## src/rtl/gray_pkg.sv

```systemverilog
// Shared definitions for the sequential Gray-to-binary decoder.
// Holds the FSM state encoding and the default data width.
package gray_pkg;

  localparam int GRAY_W_DEFAULT = 4;

  typedef enum logic [1:0] {
    IDLE = 2'd0,
    CONV = 2'd1,
    DONE = 2'd2
  } state_t;

endpackage

```

## src/rtl/gray_step_check.sv

```systemverilog
// Combinational step checker: o_err=1 unless the two words differ in exactly one bit.
// No latency, no flow control; a single-bit difference is a one-hot XOR.
module gray_step_check
  import gray_pkg::*;
#(
  parameter int W = GRAY_W_DEFAULT
) (
  input  logic [W-1:0] i_a,
  input  logic [W-1:0] i_b,
  output logic         o_err
);

  logic [W-1:0] w_diff;
  logic         w_nonzero;
  logic         w_pow2;

  assign w_diff    = i_a ^ i_b;
  assign w_nonzero = (w_diff != '0);
  // Clearing the lowest set bit leaves zero only for a one-hot value.
  assign w_pow2    = ((w_diff & (w_diff - W'(1))) == '0);
  assign o_err     = ~(w_nonzero & w_pow2);

endmodule

```

## src/rtl/gray2bin_seq.sv

```systemverilog
// Bit-serial Gray-to-binary decoder: accept in IDLE, W decode cycles MSB first, hold in DONE.
// Result visible W edges after the accept edge; held until OUT_READY, one word per W+2 cycles.
module gray2bin_seq
  import gray_pkg::*;
#(
  parameter int W = GRAY_W_DEFAULT
) (
  input  logic         CLK,
  input  logic         RST_N,
  input  logic [W-1:0] GRAY,
  input  logic         IN_VALID,
  output logic         IN_READY,
  output logic [W-1:0] BIN,
  output logic         OUT_VALID,
  input  logic         OUT_READY,
  output logic         STEP_ERR
);

  localparam int IW = $clog2(W);

  state_t         r_state;
  state_t         w_state_nxt;
  logic [W-1:0]   r_gray;
  logic [W-1:0]   r_bin;
  logic [W-1:0]   r_prev_gray;
  logic [IW-1:0]  r_idx;
  logic           r_prev_vld;
  logic           r_step_err;

  logic           w_accept;
  logic           w_in_ready;
  logic           w_out_valid;
  logic           w_step_err;
  logic           w_dec_bit;

  gray_step_check #(
    .W(W)
  ) u_step_check (
    .i_a  (GRAY),
    .i_b  (r_prev_gray),
    .o_err(w_step_err)
  );

  always_comb begin
    w_state_nxt = r_state;
    w_in_ready  = 1'b0;
    w_out_valid = 1'b0;
    case (r_state)
      IDLE: begin
        w_in_ready = 1'b1;
        if (IN_VALID) w_state_nxt = CONV;
      end
      CONV: begin
        if (r_idx == '0) w_state_nxt = DONE;
      end
      DONE: begin
        w_out_valid = 1'b1;
        if (OUT_READY) w_state_nxt = IDLE;
      end
      default: w_state_nxt = IDLE;
    endcase
  end

  assign w_accept = (r_state == IDLE) & IN_VALID;

  // The MSB copies straight through; every lower bit folds in the bit decoded above it.
  always_comb begin
    w_dec_bit = r_gray[r_idx];
    if (r_idx != IW'(W - 1)) w_dec_bit = r_bin[r_idx + IW'(1)] ^ r_gray[r_idx];
  end

  always_ff @(posedge CLK) begin
    if (!RST_N) r_state <= IDLE;
    else        r_state <= w_state_nxt;
  end

  always_ff @(posedge CLK) begin
    if (!RST_N) begin
      r_gray      <= '0;
      r_bin       <= '0;
      r_prev_gray <= '0;
      r_idx       <= IW'(W - 1);
      r_prev_vld  <= 1'b0;
      r_step_err  <= 1'b0;
    end else if (w_accept) begin
      r_gray      <= GRAY;
      r_bin       <= '0;
      r_idx       <= IW'(W - 1);
      // First word after reset has no predecessor to compare against.
      r_step_err  <= r_prev_vld & w_step_err;
      r_prev_gray <= GRAY;
      r_prev_vld  <= 1'b1;
    end else if (r_state == CONV) begin
      r_bin[r_idx] <= w_dec_bit;
      if (r_idx != '0) r_idx <= r_idx - IW'(1);
    end
  end

  assign IN_READY  = w_in_ready;
  assign OUT_VALID = w_out_valid;
  assign BIN       = r_bin;
  assign STEP_ERR  = r_step_err;

endmodule

```

## config.mk

```make
export PLATFORM = sky130hd
export DESIGN_NAME = gray2bin_seq
export DESIGN_NICKNAME = d
export VERILOG_FILES = /design/src/rtl/gray_pkg.sv /design/src/rtl/gray_step_check.sv /design/src/rtl/gray2bin_seq.sv
export SDC_FILE = /design/constraint.sdc
export NUM_CORES = 1
export LEC_CHECK = 0
export CORE_MARGIN = 10
export CORE_UTILIZATION = 48
export DETAILED_ROUTE_END_ITERATION = 12
export PLACE_DENSITY = 0.76
export RECOVER_POWER = 100
export SLEW_MARGIN = 5
export SYNTH_ARGS = -nofsm -noshare
export SYNTH_HDL_FRONTEND = slang
export SYNTH_SLANG_ARGS = --single-unit
```

## constraint.sdc

```tcl
create_clock -name CLK -period 2.2 [get_ports CLK]
set_input_delay 0.33 -clock CLK [delete_from_list [all_inputs] [get_ports CLK]]
set_output_delay 0.33 -clock CLK [all_outputs]
set_load 0.05 [all_outputs]
```

==> results of run 1 <==
placed cells by master (no fill, tap or decap), types with 3 or more instances in the layout:
cell and count:
nand3_1 4, nand2_1 21, o31ai_1 3, clkbuf_4 3, xnor2_1 8, dlygate4sd3_1 7, clkdlybuf4s50_1 7, nor2b_1 3
inv_1 3, mux2i_1 3, dfxtp_1 14, a21boi_0 5, ha_1 4
state kept, by name, summed over array words and instances (netlist names):
signal       flops
r_prev_gray      4
BIN              4
STEP_ERR         1
r_state          2
r_idx            2
r_prev_vld       1
tightest hold or removal path, stage by stage (launching register included):
cell and delay [ns]:
dfxtp_1 0.33, nand2_1 0.04, o21ai_0 0.06
power groups by stage:
stage	registers [W]	logic [W]	clock network [W]
6_report	0.000276	0.000110	0.000147
5_1_grt	0.000278	0.000121	0.000164
4_1_cts	0.000276	0.000114	0.000149
3_5_place_dp	0.000282	0.000113	0
3_3_place_gp	0.000281	0.000110	0
2_1_floorplan	0.000284	0.0000725	0
stage by stage:
stage / power [W] / std cells / utilization (%) / area (µm²)
floorplan: 0.000357 / 83 / - / 746
global placement: 0.000391 / 114 / 61.6 / 917
detailed placement: 0.000395 / 114 / 61.6 / 917
CTS: 0.000539 / 117 / 63.1 / 940
global route: 0.000563 / 117 / 62.5 / 931
finish: 0.000533 / 117 / 62.5 / 931
per-layer routing:
layer / vias up / global-route usage (%) / share of wire (%)
met3: 2 / 3.65 / 6.0
li1: 321 / - / -
met5: - / 0 / 0
met2: 13 / 15.6 / 47
met1: 275 / 12.0 / 45
met4: 0 / 4.92 / 1.5
final timing paths:
check	slack (ns)	end	cells past startpoint	from
hold / removal	0.45	STEP_ERR	2	STEP_ERR
hold reg to reg	0.45	STEP_ERR	2	STEP_ERR
setup reg to reg	0.40	BIN[2]	6	r_idx[0]
setup / recovery	0.15	OUT_VALID	2	r_state[1]
logic make-up (layout without fill, tap and decap cells):
group / Yosys count / after routing / synth area share, %
compound gates: 15 / 15 / 15.8
fa+ha+maj: 4 / 4 / 6.71
flops: 14 / 14 / 37.6
mux: 4 / 4 / 7.05
simple gates: 34 / 34 / 21.5
buf+inv: 4 / 22 / 2.01
xor+xnor: 8 / 8 / 9.40
area by class of cell:
cell class | count | area [µm²]
fillers | 145 | 558
inverters | 3 | 11.3
repair buffers | 16 | 151
well taps | 16 | 20.0
clock buffers | 3 | 22.5
multi-input cells | 65 | 445
flip-flops and latches | 14 | 280
==> metrics, run 1 <==
status=finished, final reports clean; part of the power in the clock network=27.6%; switching share of power=28.9%; Placer Congestion=0.782; Die Wd=59.4 µm; Final Hold Viols=0; Bufs on Longest Clock Path=2; Mapped Cells=83; Starting Density=50.1%; Worst Clk Skew=0.00567 ns; all-layer global routing usage=10.1%; global-route wire length before repair=2750 µm; #FFs+latches synth=14; Final min period=2.05 ns; Crit path max-delay family=buffers and inverters; worst hold path class=reg -> reg; total number of H-tree levels=1; Avg Vias per Cell=5.22; num ports=15; clock root cell=clkbuf_4; final wirelength=1580 µm; final setup vio count=0; mapped cell area=746 µm²; DP HPWL=1290 µm; # diodes=0; PostCTS Resize Cnt=0; TritonRoute pass-1 iters=2; total global routing overflow=0; WS Path Type=reg -> out; Rows=14; I/O Buffers=14; via count=611; Die ar.=3530 µm²; max cap viols=0; Synth warnings=0; required time of the critical path=1.87 ns; share of cells above drive strength 1=5.94%; cell with the most instances after synthesis=nand2_1; share of the synthesized area in the top cell type=37.6%; critical path, cell by cell=nor2b_1 > clkdlybuf4s50_1; worst-margin pin slew=0.517 ns; Core Box Area=1490 µm²; share of synthesized registers carrying an async set or reset=0%; max-slew violations=0; hold slack=0.453 ns; nets@finish=115; FMAX=0.489 GHz; Syn Nets=95; Worst slew margin=65.4%; largest fanout on the critical path=5; Crit. End Element=output pin; Unique masters post-synth=22; Post-DRT Antenna Nets=0; Setup WS pre-CTS=0.404 ns; Main synth FF type=dfxtp_1; vias in the first global route=609; sequential area share after synthesis=37.6%; area growth from synthesis to layout=24.8%; CP max stage cell=clkdlybuf4s50_1; Psw=0.000154 W; worst endpoint data arrival time=1.72 ns; Flop pwr share=51.8%; Commonest cells post-synth=21 x nand2_1, 14 x dfxtp_1, 8 x xnor2_1, 5 x a21boi_0; RSZ-0062 raised after global routing=false; sink count of the clock tree=14; drt first-iter violations=5; P_leak=0.358 nW; DR WL/cell=13.5 µm; pwr dens=573 nW/µm²; die height=59.4 µm; Tcrit/Tclk final=93.0%; # DRC=0; Clk Latency, worst-skew pair=0.28 ns; CP max stage delay=0.83 ns; number of synthesized flops with an enable pin=0; Final WS setup=0.154 ns; Max VDD drop=0.396 mV; clk slew on worst S/H paths=0.09 ns; combinational power share=20.7%; Worst Setup Start Kind=flip-flop; largest net degree at the start of global routing=10; CP Buf/Inv Count=1; CTS buffer count=3; area leader, netlist=dfxtp_1; Internal=0.000379 W; antenna violations before repair=0; ranking of synthesized cells by area=dfxtp_1 38%, nand2_1 11%, xnor2_1 9.4%, ha_1 6.7%, a21boi_0 5.0%; CTS tree=done; TNS Setup=0 ns; Post-CTS Setup Inserts=0; hold buffer count at cts=0; Avg Inst Size Synth=8.98 µm²
(Power assumes the default switching activity.)
==> run 2, diff against run 1 <==
- CAP_MARGIN: not set -> 20
==> results of run 2 <==
Final layout, timing and power as in run 1 (identical DEF).
